File: src/rtl/wide_add_sequencer_pkg.sv
// Shared types and constants for the slice-serial wide adder.
// Holds the FSM state enum, slice width and slice-count helpers.
package wide_add_sequencer_pkg;

  localparam int SLICE_W = 16;

  typedef enum logic [1:0] {
    IDLE = 2'd0,
    RUN  = 2'd1,
    DONE = 2'd2
  } state_e;

  function automatic int ns_of(input int width);
    return width / SLICE_W;
  endfunction

  function automatic int idx_w(input int ns);
    return (ns > 1) ? $clog2(ns) : 1;
  endfunction

endpackage

File: src/rtl/wide_add_sequencer_brentkung.sv
// 16-bit Brent-Kung prefix adder with carry-in.
// Ports: a_i, b_i, ci_i in; sum_o, co_o out.
module brentkung (
  input  logic [15:0] a_i,
  input  logic [15:0] b_i,
  input  logic        ci_i,
  output logic [15:0] sum_o,
  output logic        co_o
);

  logic [15:0] p;
  logic [15:0] c;

  assign p = a_i ^ b_i;

  // gg[i] ends as the carry out of bit i.
  // Carry-in is folded into bit 0's generate.
  always_comb begin
    logic [15:0] gg;
    logic [15:0] pp;
    gg    = a_i & b_i;
    pp    = p;
    gg[0] = gg[0] | (pp[0] & ci_i);
    for (int d = 0; d < 4; d++) begin
      for (int i = 0; i < 16; i++) begin
        if ((i % (2 << d)) == ((2 << d) - 1)) begin
          gg[i] = gg[i] | (pp[i] & gg[i - (1 << d)]);
          pp[i] = pp[i] & pp[i - (1 << d)];
        end
      end
    end
    for (int d = 2; d >= 0; d--) begin
      for (int i = 0; i < 16; i++) begin
        if ((i >= (2 << d)) &&
            ((i % (2 << d)) == ((1 << d) - 1))) begin
          gg[i] = gg[i] | (pp[i] & gg[i - (1 << d)]);
        end
      end
    end
    c = gg;
  end

  assign sum_o = p ^ {c[14:0], ci_i};
  assign co_o  = c[15];

endmodule

File: src/rtl/wide_add_sequencer.sv
// WIDTH-bit add/sub done as WIDTH/16 serial slices on one adder.
// Ports: clk, rst, in_valid/in_ready, a, b, sub, cin,
//        out_valid/out_ready, sum, cout, ovf.
module wide_add_sequencer
  import wide_add_sequencer_pkg::*;
#(
  parameter int WIDTH = 64
) (
  input  logic             clk,
  input  logic             rst,
  input  logic             in_valid,
  output logic             in_ready,
  input  logic [WIDTH-1:0] a,
  input  logic [WIDTH-1:0] b,
  input  logic             sub,
  input  logic             cin,
  output logic             out_valid,
  input  logic             out_ready,
  output logic [WIDTH-1:0] sum,
  output logic             cout,
  output logic             ovf
);

  localparam int NS = ns_of(WIDTH);
  localparam int IW = idx_w(NS);
  localparam logic [IW-1:0] LAST = IW'(NS - 1);

  state_e           state_q, state_d;
  logic [WIDTH-1:0] a_q, b_q, sum_q;
  logic             carry_q, cout_q, ovf_q;
  logic [IW-1:0]    idx_q;

  logic [SLICE_W-1:0] a_sl, b_sl, s_sl;
  logic               co;
  logic               is_last;

  assign is_last = (idx_q == LAST);

  always_comb begin
    a_sl = '0;
    b_sl = '0;
    for (int i = 0; i < NS; i++) begin
      if (idx_q == IW'(i)) begin
        a_sl = a_q[i*SLICE_W +: SLICE_W];
        b_sl = b_q[i*SLICE_W +: SLICE_W];
      end
    end
  end

  brentkung u_bk (
    .a_i   (a_sl),
    .b_i   (b_sl),
    .ci_i  (carry_q),
    .sum_o (s_sl),
    .co_o  (co)
  );

  always_ff @(posedge clk) begin
    if (rst) state_q <= IDLE;
    else     state_q <= state_d;
  end

  always_comb begin
    state_d = state_q;
    unique case (state_q)
      IDLE:    if (in_valid)  state_d = RUN;
      RUN:     if (is_last)   state_d = DONE;
      DONE:    if (out_ready) state_d = IDLE;
      default: state_d = IDLE;
    endcase
  end

  always_comb begin
    in_ready  = (state_q == IDLE);
    out_valid = (state_q == DONE);
  end

  // Subtraction is a + ~b + 1; b is stored pre-inverted.
  always_ff @(posedge clk) begin
    if (rst) begin
      a_q     <= '0;
      b_q     <= '0;
      idx_q   <= '0;
      carry_q <= 1'b0;
      sum_q   <= '0;
      cout_q  <= 1'b0;
      ovf_q   <= 1'b0;
    end else if (state_q == IDLE && in_valid) begin
      a_q     <= a;
      b_q     <= sub ? ~b : b;
      carry_q <= sub ? 1'b1 : cin;
      idx_q   <= '0;
    end else if (state_q == RUN) begin
      for (int i = 0; i < NS; i++) begin
        if (idx_q == IW'(i)) begin
          sum_q[i*SLICE_W +: SLICE_W] <= s_sl;
        end
      end
      carry_q <= co;
      idx_q   <= is_last ? '0 : idx_q + 1'b1;
      if (is_last) begin
        cout_q <= co;
        ovf_q  <= (a_q[WIDTH-1] == b_q[WIDTH-1]) &&
                  (s_sl[SLICE_W-1] != a_q[WIDTH-1]);
      end
    end
  end

  assign sum  = sum_q;
  assign cout = cout_q;
  assign ovf  = ovf_q;

endmodule
File: config.mk
export PLATFORM = sky130hd
export DESIGN_NAME = wide_add_sequencer
export DESIGN_NICKNAME = d
export VERILOG_FILES = /design/src/rtl/wide_add_sequencer_pkg.sv /design/src/rtl/wide_add_sequencer_brentkung.sv /design/src/rtl/wide_add_sequencer.sv
export SDC_FILE = /design/constraint.sdc
export NUM_CORES = 1
export LEC_CHECK = 0
export BUFFER_PORTS_ARGS = -buffer_cell sky130_fd_sc_hd__buf_4
export CAP_MARGIN = 20
export CORE_AREA = 2 2 133 135
export DETAILED_ROUTE_END_ITERATION = 8
export DIE_AREA = 0 0 135 137
export PLACE_DENSITY = 0.83
export SLEW_MARGIN = 40
export SYNTH_ARGS = -nofsm -noshare
export SYNTH_HDL_FRONTEND = slang
export SYNTH_SLANG_ARGS = --single-unit
File: constraint.sdc
create_clock -name clk -period 4.95 [get_ports clk]
set_clock_uncertainty 0.15 [all_clocks]
set_input_delay 0.99 -clock clk [delete_from_list [all_inputs] [get_ports clk]]
set_output_delay 0.99 -clock clk [all_outputs]
set_load 0.03 [all_outputs]
==> Word level (Yosys, flattened, before mapping) <==
Index checks and enable logic that the tools add are counted.
{ "totals": {"out_inout_bits": 68, "wordCells": 120, "regBits": 199} }
{ "classes": {"n_reduce_logical": 11, "bitwise": 70, "eq_ne": 10, "n_addsub": 1, "muxes": 17} }
{ "ops": {"columns": ["op", "count"], "rows": [
  ["$mux 16", 8],
  ["$mux 64", 1],
  ["$not 64->64", 1],
  ["$and 1x1->1", 38],
  ["$xor 16x16->16", 2],
  ["$or 1x1->1", 27],
  ["$and 16x16->16", 1],
  ["$reduce_and 3->1", 5],
  ["$mux 2", 4],
  ["$eq 2x2->1 const B", 3],
  ["$pmux 2 s3", 1],
  ["$eq 2x1->1 const B", 2],
  ["$logic_not 2->1", 2],
  ["$ne 2x2->1 const B", 2],
  ["$mux 1", 3],
  ["$add 2x1->2 const B", 1],
  ["$logic_and 1x1->1", 2],
  ["$ne 2x1->1 const B", 1],
  ["$reduce_bool 2->1", 1],
  ["$reduce_or 2->1", 1],
  ["$eq 1x1->1", 1],
  ["$ne 1x1->1", 1],
  ["$not 1->1", 1]
]} }

==> Depth between registers and ports, before layout <==
Gate-level depths: netlist of run 1.
{ "logic_depth": {"ltp_word": 23, "ltp_mapped": 19, "depth_no_buf": 17} }

==> By module <==
Synthesis of run 1 repeated with hierarchy kept, for this count alone.
{ "hier_totals": {"cells_unflattened": 1108, "area_unflattened_um2": 9142.5} }
{ "by_module_without_submodules": {"columns": ["module", "area_per_inst_um2", "n_inst", "seq_area_each_um2", "cells_per_inst"], "rows": [
  ["wide_add_sequencer", 8496.9, 1, 3983.8, 1038],
  ["brentkung", 645.6, 1, 0.0, 70]
]} }

==> Worst setup path after synthesis of run 1 <==
Ideal clock, no wire load.
{ "synth_path": {"kind": "register to register", "startpoint": "reg idx_q[0]", "endpoint": "reg ovf_q, in the netlist ovf", "required_time_ns": 4.669, "setup_slack_ns": 0.693, "path_stages_with_launch": 19, "arrival_time_ns": 3.975, "n_path_buf": 2, "cell_sequence": "dfxtp_1 inv_1 ha_1 clkbuf_1 clkbuf_1 a21oi_1 a21oi_1 o21ai_0 fa_1 fa_1 a211o_1 a211oi_1 o21bai_1 a31oi_1 fa_1 xnor2_1 nor2_1 a211oi_1 nor3_1"} }
{ "synth_between": {"elab_chain_cells": 23, "word_cells_on_any_way": 56, "cone_classes": "eq/ne: 4; mux: 8; bitwise: 41; reduce/logical: 3"} }
{ "synth_lines": {"columns": ["element", "line_no", "rtl"], "rows": [
  ["start: declaration", "wide_add_sequencer.sv:31", "logic [IW-1:0] idx_q;"],
  ["start signal: assignment", "wide_add_sequencer.sv:100", "idx_q <= is_last ? '0 : idx_q + 1'b1;"],
  ["$logic_not 2->1", "wide_add_sequencer.sv:43", "if (idx_q == IW'(i)) begin"],
  ["$mux 16 (4 in a row)", "wide_add_sequencer.sv:43", null],
  ["$xor 16x16->16", "wide_add_sequencer_brentkung.sv:14", "assign p = a_i ^ b_i;"],
  ["$and 1x1->1", "wide_add_sequencer_brentkung.sv:23", "gg[0] = gg[0] | (pp[0] & ci_i);"],
  ["$or 1x1->1", "wide_add_sequencer_brentkung.sv:23", null],
  ["$and 1x1->1", "wide_add_sequencer_brentkung.sv:27", "gg[i] = gg[i] | (pp[i] & gg[i - (1 << d)]);"],
  ["$or 1x1->1", "wide_add_sequencer_brentkung.sv:27", null],
  ["$and 1x1->1", "wide_add_sequencer_brentkung.sv:27", null],
  ["(+4 left out)", null, null],
  ["$or 1x1->1", "wide_add_sequencer_brentkung.sv:36", "gg[i] = gg[i] | (pp[i] & gg[i - (1 << d)]);"],
  ["$and 1x1->1", "wide_add_sequencer_brentkung.sv:36", null],
  ["$or 1x1->1", "wide_add_sequencer_brentkung.sv:36", null],
  ["$and 1x1->1", "wide_add_sequencer_brentkung.sv:36", null],
  ["$or 1x1->1", "wide_add_sequencer_brentkung.sv:36", null],
  ["$xor 16x16->16", "wide_add_sequencer_brentkung.sv:43", "assign sum_o = p ^ {c[14:0], ci_i};"],
  ["$ne 1x1->1", "wide_add_sequencer.sv:104", "(s_sl[SLICE_W-1] != a_q[WIDTH-1]);"],
  ["$logic_and 1x1->1", "wide_add_sequencer.sv:103", "ovf_q <= (a_q[WIDTH-1] == b_q[WIDTH-1]) &&"],
  ["end signal: assignment", "wide_add_sequencer.sv:103", null],
  ["end: declaration", "wide_add_sequencer.sv:30", "logic carry_q, cout_q, ovf_q;"]
]} }
Several ways; a longest one is shown, not always the timed one.
A chain may end at the register's enable or synchronous reset.

==> Worst setup path after layout of run 1 <==
{ "layout_path": {"startpoint": "reg idx_q[1]", "endpoint": "reg ovf_q, in the netlist ovf"} }
The elaborated chain is that of the path after synthesis.

==> results by group, run 1 <==
Yosys
  – Synth async-reset ratio: 0%
  – Post-Synthesis Cells: 1138
  – Avg Cell Area, Syn: 8.16 µm²
  – Netlist cell types: 38
  – Share of the synthesized area in the top cell type: 42.9%
  – Syn Nets: 1299
  – Flops & latches, synth: 199
  – Synth warnings: 0
  – Main synth FF type: dfxtp_1
  – Synth Cell Area: 0.00929 mm²
  – Register area share after synthesis: 42.9%
  – Area leader, netlist: dfxtp_1
  – Number of synthesized flops with an enable pin: 0
  – Top cells by area, synth: dfxtp_1 (43%), nand2_1 (10%), a21oi_1 (8.7%)

Power and ir drop
  – Leak: 0.00449 µW
  – Power Dens Cells: 335 mW/mm²
  – Peak supply drop: 276 µV
  – Overall power: 3780 µW

Critical path
  – Crit path max-delay family: compound AO/OA/AOI/OAI gates
  – Reg2Reg Depth: 17
  – Peak fanout along the critical path: 14
  – Sequence of cells on the critical path: inv_1 > ha_2 > nand3b_1 > a21oi_1 > a21oi_1 > o21ai_0 > fa_1 > fa_1 > a211o_1 > a211oi_1 > o21bai_1 > a31oi_1 > fa_1 > xnor2_1 > nor2_1 > a211oi_1 > nor3_1
  – CP most frequent cell: fa_1
  – Reg2reg end: ovf
  – Crit path from: idx_q[1]
  – Crit path max-delay cell type: fa_1
  – CP Buf/Inv Count: 1
  – Worst R2R Setup Slack: 0.52 ns
  – Max incr delay on CP: 0.50 ns
  – Reg2reg start: idx_q[1]
  – CP Launch Type: flop
  – WP depth: 17
  – Crit Path Class: reg -> reg
  – WP data required: 5.10 ns
  – Critical Path AT: 4.58 ns
  – CP Capture Type: flop

Clocking
  – Clk Latency, worst-skew pair: 0.44 ns
  – Clock Tree Root: clkbuf_16
  – Resize count post-CTS: 0
  – Post-CTS setup buffer count: 0
  – CTS Buf Count: 17
  – Sink Count: 199
  – Worst-path clk slew: 0.07 ns
  – Hold_buf cts: 0
  – TritonCTS clock tree: yes
  – Clock buffer depth: 2
  – CTS H-tree lvls: 4

Timing
  – Final TNS setup: 0 ns
  – Max Fclk: 0.226 GHz
  – RSZ-0062 raised after global routing: false
  – Relative slew slack: 46.9%
  – Setup violators final: 0
  – Slew Viols, Final: 0
  – Worst Tran Pin Value: 0.796 ns
  – Final Hold Viols: 0
  – Tcrit/Tclk final: 89.4%
  – Min Clock Period, post-route: 4.43 ns

Detailed routing
  – Number of vias per cell: 5.54
  – Routed length per instance: 16.3 µm
  – DRT antenna net count: 0
  – Starting DRT DRC Count: 780
  – WL final: 24600 µm
  – DR DRC count: 0
  – DR vias: 8365
  – Drt first pass iters: 5

Min path
  – Hold Path Class: reg -> reg
  – Worst hold path startpoint: sum[6]
  – Hold Path End: sum[6]
  – Worst hold path depth: 2

Flow run
  – Maximum Capacitance Violations: 0

Status
  – Outcome: finished clean

Global routing
  – GRT overflow: 0
  – Initial antenna violation count: 0
  – GRT Total Usage: 26.6%
  – First-pass GRT wire length: 38000 µm
  – Via count of the first global-routing pass: 7398
  – Largest net degree at the start of global routing: 166

Finish
  – FF+latch area: 0.00398 mm²
  – Area occupied by multi-input gates: 0.00483 mm²
  – Final std cells w/o fill: 1511
  – Area grow syn2layout: 21.6%
  – Final nets: 1434
  – N_diodes: 0
  – Fillers: 1475
  – Post-route cell area: 0.0113 mm²
  – Share of post-route cells with drive strength above 1: 20.6%

Floorplan
  – Core area: 0.0171 mm²
  – Die Ht: 137 µm
  – Ports: 202
  – Chip width: 135 µm
  – Site Rows: 48
  – Die area: 0.0185 mm²
  – Initial core utilization: 54.5%

Placed design
  – IO Port Bufs: 201
  – Dpl hpwl: 17900 µm
  – Routability-driven placement congestion ratio: 0.920
  – Placed Instances: 1479
  – Placed cell areas: 0.0107 mm²
registers in the layout (all words and copies together), names as in the netlist:
name	flops
cout	1
a_q	64
carry_q	1
ovf	1
idx_q	2
sum	64
state_q	2
b_q	64
how the worst max path moves through the flow:
stage,to
5_1_grt,ovf
3_3_place_gp,ovf
4_1_cts,ovf
2_1_floorplan,ovf
6_report,ovf
3_5_place_dp,ovf
cell usage after synthesis (2+ instances only):
master	number
nand2_1	251
dfxtp_1	199
a21oi_1	161
nor2_1	100
a211oi_1	85
xnor2_1	71
buf_2	48
clkbuf_1	39
o21ai_0	24
nand3b_1	22
nor2b_1	21
ha_1	18
a21o_1	16
nor3_1	15
a211oi_2	10
a221oi_1	10
fa_1	9
buf_4	5
buf_6	5
a31oi_1	4
inv_1	3
a211o_1	2
and2_4	2
and4_1	2
nand2b_1	2
o21bai_1	2
per-layer routing:
layer | vias to the layer above | part of all wire (%) | GRT usage [%] | routed length [µm]
li1 | 4133 | - | - | -
met1 | 3851 | 44 | 37.1 | 10800
met2 | 339 | 46 | 41.3 | 11400
met3 | 42 | 7.4 | 4.52 | 1820
met4 | 0 | 2.5 | 10.6 | 616
met5 | - | 0 | 0 | 0
metrics by stage:
stage	hold slack [ns]	setup WS, ns	util (%)
detailed placement	0.299	0.563	62.9
CTS	0.309	0.552	66.2
global placement	0.294	0.696	62.9
finish	0.307	0.524	66.2
floorplan	0.282	0.693	-
global route	0.320	0.126	66.2
final cells by class:
class | count | area share (%)
clock buffers | 18 | 3.89
clock inverters | 14 | 1.03
inverters | 3 | 0.0997
multi-input cells | 838 | 42.8
flip-flops and latches | 199 | 35.3
well taps | 225 | 2.49
repair buffers | 214 | 14.4
kinds of logic after synthesis:
group           synth area share [%]
simple gates                    19.3
compound gates                  21.4
flops                           42.9
buf+inv                         5.33
xor+xnor                        6.70
fa+ha+maj                       4.36
cells in the final DEF (no fill, tap or decap), drive strengths merged, types with 6 or more instances in the layout:
cell type,count
nand2,251
buf,214
dfxtp,199
a21oi,161
nor2,100
a211oi,95
xnor2,71
o21ai,24
nand3b,22
nor2b,22
clkbuf,18
ha,18
a21o,16
nor3,15
a221oi,10
inv,10
fa,9
clkinv,6
worst register-to-register path, delay by kind of cell (launching register included):
| family | cells | cell delay [ns] |
|---|---|---|
| and+or+nand+nor | 3 | 0.31 |
| AOI/OAI and AO/OA | 8 | 1.63 |
| adders and majority gates | 4 | 1.49 |
| xor gates and xnor gates | 1 | 0.25 |
| buffers and inverters | 1 | 0.10 |
| DFF | 1 | 0.34 |
where the power goes:
group	total [µW]	leakage (µW)	switching [µW]	internal (µW)
logic	689	0.00258	402	287
registers	1770	0.00163	68.4	1700
clock network	1330	0.000274	654	671
No activity file was read; power rests on OpenSTA's default activity.
==> run 2: changes to the inputs <==
Settings changed: BUFFER_PORTS_ARGS -buffer_cell sky130_fd_sc_hd__buf_4 to -buffer_cell sky130_fd_sc_hd__buf_2, CORE_AREA 2 2 133 135 to 2 2 141 143, DIE_AREA 0 0 135 137 to 0 0 143 145, PLACE_DENSITY 0.83 to 0.78.
Clock period 4.95 ns to 4 ns, I/O delays scaled along.
==> run 2 against run 1 <==
Compared with the run above:
- clock-buffer cell count is 5 higher
- global-route usage shrank 3.2 points
- worst hold slack got worse by 0.0048 ns
- largest cell class unchanged
==> results by group, run 2 (synthesis gave the netlist of run 1 again) <==
Clocking
  – Worst-path clk slew: 0.07 ns (about the same)
  – Sink Count: 199 (unchanged)
  – Hold_buf cts: 0 (unchanged)
  – CTS H-tree lvls: 4 (unchanged)
  – Clk Latency, worst-skew pair: 0.43 ns (about the same)
  – CTS Buf Count: 17 (unchanged)
  – Post-CTS setup buffer count: 0 (unchanged)
  – Clock buffer depth: 2 (unchanged)
  – Clock Tree Root: clkbuf_16
  – TritonCTS clock tree: yes

Detailed routing
  – DRT antenna net count: 0 (unchanged)
  – Drt first pass iters: 5 (unchanged)
  – DR vias: 8142 (-2.7%)
  – Starting DRT DRC Count: 566 (-27%)
  – Routed length per instance: 15.8 µm (-3.1%)
  – DR DRC count: 0 (unchanged)
  – WL final: 24600 µm (-0.19%)
  – Number of vias per cell: 5.23 (-5.5%)

Finish
  – Area occupied by multi-input gates: 0.00489 mm² (+1.2%)
  – Commonest cells after routing, fill and taps aside: nand2_1 (250), buf_2 (199), dfxtp_1 (197)
  – FF+latch area: 0.00399 mm² (+0.13%)
  – Commonest non-fill, non-tap cell in the layout: nand2_1
  – N_diodes: 0 (unchanged)
  – Share of post-route cells with drive strength above 1: 21.7% (+1.1 points)
  – Area grow syn2layout: 18.5%
  – Fillers: 1764 (+20%)
  – Final Util: 57.3% (-8.9 points)
  – Final nets: 1442 (+0.56%)

Timing
  – Tcrit/Tclk final: 94.6% (+5.2 points)
  – Setup violators final: 0 (unchanged)
  – Final Hold Viols: 0 (unchanged)
  – Worst Tran Pin Value: 0.714 ns (-0.0824 ns)
  – Relative slew slack: 52.1% (+5.2 points)
  – Max Fclk: 0.264 GHz (+17%)
  – Slew Viols, Final: 0 (unchanged)
  – RSZ-0062 raised after global routing: true
  – Min Clock Period, post-route: 3.79 ns (-0.640 ns)

Global routing
  – GRT Total Usage: 23.5% (-3.2 points)
  – Via count of the first global-routing pass: 7443 (+0.61%)
  – First-pass GRT wire length: 38000 µm (-0.11%)
  – Largest net degree at the start of global routing: 100 (-40%)
  – GRT overflow: 0 (unchanged)
  – Initial antenna violation count: 0 (unchanged)

Placed design
  – Dpl hpwl: 17900 µm (about the same)
  – Routability-driven placement congestion ratio: 0.883 (-4.1%)
  – IO Port Bufs: 201 (unchanged)

Critical path
  – Reg2Reg Depth: 16 (-1)
  – Crit path from: idx_q[0]
  – CP Capture Type: flop
  – CP Launch Type: flop
  – Peak fanout along the critical path: 29 (+15)
  – Reg2reg end: ovf
  – Worst R2R Setup Slack: 0.21 ns (-0.31 ns)
  – Reg2reg start: idx_q[0]
  – Critical path capture point: ovf
  – WP data required: 4.16 ns (-0.94 ns)
  – Critical Path AT: 3.94 ns (-0.64 ns)
  – Crit Path Class: reg -> reg

Power and ir drop
  – Power Dens Cells: 428 mW/mm² (+28%)
  – Peak supply drop: 339 µV (+23%)
  – Leak: 0.00445 µW (-0.75%)
  – Overall power: 4710 µW (+25%)

Floorplan
  – Core area: 0.0192 mm² (+13%)
  – Initial core utilization: 48.4% (-6.1 points)
  – Ports: 202 (unchanged)
  – Chip width: 143 µm (+5.9%)
  – Die Ht: 145 µm (+5.8%)
  – Site Rows: 51 (+6.3%)
  – Die area: 0.0207 mm² (+12%)

Status
  – Outcome: finished clean

Min path
  – Hold Path Class: reg -> reg

Flow run
  – Maximum Capacitance Violations: 0 (unchanged)
-- run 2: cell types whose count changed in the layout (fill, tap and decap cells not counted), moves of 3 or more --
cell	before	now
clkinv_4	4	1
fa_2	0	3
buf_6	1	4
buf_2	0	199
o21ai_1	0	3
xnor2_1	71	68
buf_4	211	17
xnor2_2	0	3
fa_1	9	6
inv_6	6	1
o21ai_0	24	21
clkbuf_1	0	3
-- run 2: worst min-delay path by stage --
stage / end / cells after the start / startpoint
after floorplan: a_q[10] / 2 / a_q[10]
after global placement: sum[1] / 2 / sum[1]
after detailed placement: sum[50] / 2 / sum[50]
after CTS: sum[18] / 2 / sum[18]
after global routing: sum[5] / 2 / sum[5]
final: sum[18] / 2 / sum[18]
-- run 2: stage by stage --
| step | cells | cell area (µm²) | hold WS, ns | setup TNS [ns] | setup WS [ns] |
|---|---|---|---|---|---|
| 3_5_place_dp | 1527 | 10400 | 0.294 | -0.0240 | -0.0240 |
| 3_3_place_gp | 1527 | 10400 | 0.290 | 0 | 0.139 |
| 2_1_floorplan | 1138 | 9310 | 0.282 | 0 | 0.0213 |
| 6_report | 1557 | 11000 | 0.302 | 0 | 0.214 |
| 4_1_cts | 1557 | 10900 | 0.303 | 0 | 0.00126 |
| 5_1_grt | 1557 | 11000 | 0.316 | -0.0716 | -0.0596 |
-- run 2: cell type report --
type	instances	area share [%]
clock buffer	23	4.34
inverter	3	0.102
timing repair buffer	222	11.0
clock inverter	7	0.864
sequential	199	36.3
tap	265	3.01
multi-input combinational	838	44.4
-- run 2: critical path, cell delays in order (launching register included) --
cell and delay, ns:
dfxtp_4 0.37, inv_1 0.09, ha_2 0.29, buf_4 0.31, a21oi_1 0.07, a21oi_1 0.16, o21ai_0 0.16, ha_1 0.43
and4_1 0.21, o21ai_0 0.11, o21bai_1 0.24, a31oi_2 0.14, fa_2 0.36, xnor2_2 0.20, nor2_1 0.09, a211oi_2 0.20
nor3_1 0.06
-- run 2: where the power goes --
group | leakage (µW) | switching, µW | internal (µW)
sequential | 0.00163 | 78.8 | 2100
combinational | 0.00254 | 507 | 330
clock | 0.000279 | 723 | 966
total | 0.00445 | 1310 | 3400
-- run 2: timing repair --
item,in CTS,in global routing
setup endpoints to repair,1,38
hold endpoints to repair,0,0
pin swaps,1,3
gates resized for setup,1,14
gates cloned,0,0
-- run 2: routing by layer --
layer	GRT usage [%]	up-vias	wire length [µm]
met5	0	-	0
met4	8.56	0	656
met3	5.08	39	1620
met2	35.6	306	11000
met1	32.7	3641	11300
li1	-	4156	-
==> run 3: changes to the inputs <==
Settings changed: PLACE_DENSITY 0.78 to 0.84.
==> run 3 against run 2 <==
Compared with the run above:
- first-iteration DRC count increased by 22%
- register-to-register slack got worse by 0.08 ns
- clock-buffer cell count decreased by 3
- global-route usage increased by 0.64 points
- routed wire length increased by 3.4%
- critical path depth increased by 1
- via count increased by 3.7%
- cell count increased by 0.19%
- largest cell class unchanged
- highest routed layer unchanged
==> results by group, run 3 (synthesis gave the netlist of run 1 again) <==
Status
  – Outcome: finished clean

Critical path
  – Peak fanout along the critical path: 15 (-48%)
  – CP Capture Type: flop
  – Sequence of cells on the critical path: inv_1 > ha_2 > buf_4 > nand3b_1 > a21oi_1 > a21oi_1 > o21ai_0 > ha_1 > nand2_1 > o21ai_0 > o21bai_1 > buf_4 > inv_1 > fa_1 > xnor2_2 > nand2_1 > a21oi_1
  – CP Launch Type: flop
  – Crit path max-delay cell type: fa_1
  – CP most frequent cell: a21oi_1
  – Crit Path Class: reg -> reg
  – WP data required: 4.21 ns (+0.05 ns)
  – Critical Path AT: 4.08 ns (+0.14 ns)
  – Max incr delay on CP: 0.46 ns (+0.03 ns)

Floorplan
  – Initial core utilization: 48.4% (unchanged)
  – Chip width: 143 µm (unchanged)
  – Die area: 0.0207 mm² (unchanged)
  – Ports: 202 (unchanged)
  – Site Rows: 51 (unchanged)
  – Die Ht: 145 µm (unchanged)
  – Core area: 0.0192 mm² (unchanged)

Global routing
  – Met2 usage in global routing: 37.1% (+1.5 points)
  – GR peak layer: met2
  – Grt met1 use: 33.2% (+0.45 points)
  – Initial antenna violation count: 0 (unchanged)
  – Via count of the first global-routing pass: 7558 (+1.5%)
  – GRT Total Usage: 24.1% (+0.64 points)
  – First-pass GRT wire length: 39000 µm (+2.6%)
  – Largest net degree at the start of global routing: 100 (unchanged)
  – GRT overflow: 0 (unchanged)
  – GR Layer Usage met3: 3.96% (-1.1 points)

Finish
  – Share of post-route cells with drive strength above 1: 22.2% (+0.41 points)
  – Area occupied by multi-input gates: 0.00491 mm² (+0.41%)
  – N_diodes: 0 (unchanged)
  – FF+latch area: 0.00399 mm² (unchanged)
  – Final std cells w/o fill: 1560 (+0.19%)
  – Area grow syn2layout: 19.1%
  – Commonest cells after routing, fill and taps aside: nand2_1 (250), buf_2 (199), dfxtp_1 (197)
  – Final nets: 1444 (+0.14%)
  – Post-route cell area: 0.0111 mm² (+0.55%)
  – Commonest non-fill, non-tap cell in the layout: nand2_1
  – Fillers: 1718 (-2.6%)

Clocking
  – Hold_buf cts: 0 (unchanged)
  – Clock buffer depth: 2 (unchanged)
  – Clk Latency, worst-skew pair: 0.44 ns (about the same)
  – TritonCTS clock tree: yes
  – Worst-path clk slew: 0.07 ns (about the same)
  – Sink Count: 199 (unchanged)
  – CTS Buf Count: 17 (unchanged)
  – Clock Tree Root: clkbuf_16
  – CTS H-tree lvls: 4 (unchanged)

Power and ir drop
  – Power Dens Cells: 432 mW/mm² (+1.0%)
  – Leak: 0.00449 µW (+0.68%)
  – Overall power: 4780 µW (+1.6%)
  – Peak supply drop: 317 µV (-6.3%)

Detailed routing
  – Routed length per instance: 16.3 µm (+3.2%)
  – WL final: 25400 µm (+3.4%)
  – Starting DRT DRC Count: 693 (+22%)
  – DR DRC count: 0 (unchanged)
  – Number of vias per cell: 5.41 (+3.5%)
  – DRT antenna net count: 0 (unchanged)
  – Drt first pass iters: 7 (+2)
  – DR vias: 8440 (+3.7%)

Timing
  – Final TNS setup: 0 ns (unchanged)
  – Worst Tran Pin Value: 0.808 ns (+0.0935 ns)
  – Relative slew slack: 46.2% (-5.9 points)
  – Setup violators final: 0 (unchanged)
  – Tcrit/Tclk final: 96.6% (+2.0 points)
  – Slew Viols, Final: 0 (unchanged)
  – Hold WS: 0.304 ns (+0.00176 ns)
  – Min Clock Period, post-route: 3.86 ns (+0.0784 ns)
  – Final Hold Viols: 0 (unchanged)
  – Max Fclk: 0.259 GHz (-2.0%)

Flow run
  – Maximum Capacitance Violations: 0 (unchanged)

Placed design
  – Placed Instances: 1527 (unchanged)
  – Routability-driven placement congestion ratio: 0.886 (+0.39%)
  – Dpl hpwl: 18600 µm (+4.0%)
  – IO Port Bufs: 201 (unchanged)
  – Placed cell areas: 0.0104 mm² (unchanged)

Min path
  – Hold Path Class: reg -> reg
-- run 3: cell count changes in the layout (fill, tap and decap cells not counted), sizes merged --
cell | previous run | this run
buf | 222 | 224
clkbuf | 23 | 20
bufinv | 2 | 3
clkinv | 3 | 4
inv | 4 | 6
-- run 3: worst max-delay path, delay by kind of cell, from the launching register on --
kind,cells,cell delay (ns)
AO/OA/AOI/OAI,6,1.31
AND/OR/NAND/NOR,3,0.24
buffers and inverters,4,0.52
XOR/XNOR,1,0.23
adder cells (fa/ha/maj),3,0.97
flip-flops,1,0.36
-- run 3: stage by stage --
stage / setup slack (ns) / util, %
final: 0.136 / 57.6
after global routing: -0.0226 / 57.6
after CTS: 0.0118 / 57.1
after detailed placement: 0.0391 / 54.0
after global placement: 0.165 / 53.9
after floorplan: 0.0213 / -
-- run 3: timing repair --
action,CTS,global route
pin swaps,1,7
cloned,0,0
endpoints found under the setup margin,1,38
resized for setup,0,24
buffers inserted,0,2
-- run 3: path summary, 6_finish.rpt --
kind | from | end | slack [ns] | cells past startpoint
max reg2reg | idx_q[0] | sum[61] | 0.14 | 17
max | idx_q[0] | sum[61] | 0.14 | 17
min reg2reg | sum[33] | sum[33] | 0.30 | 2
min | sum[33] | sum[33] | 0.30 | 2
-- run 3: layout make-up --
type / instances / area share [%]
multi-input cells: 838 / 44.4
flip-flops and latches: 199 / 36.1
repair buffers: 224 / 11.1
clock buffers: 20 / 4.04
well taps: 265 / 3.00
clock inverters: 11 / 1.33
inverters: 3 / 0.102
-- run 3: report_power, final --
| group | leakage (µW) | internal [µW] | switching (µW) |
|---|---|---|---|
| clock network | 0.000291 | 1000 | 749 |
| registers | 0.00163 | 2100 | 82.4 |
| logic | 0.00256 | 330 | 516 |
-- run 3: metal layers --
metal,wire length (µm),vias up
li1,-,4159
met1,11100,3882
met2,11600,343
met3,1730,56
met4,887,0
met5,0,-
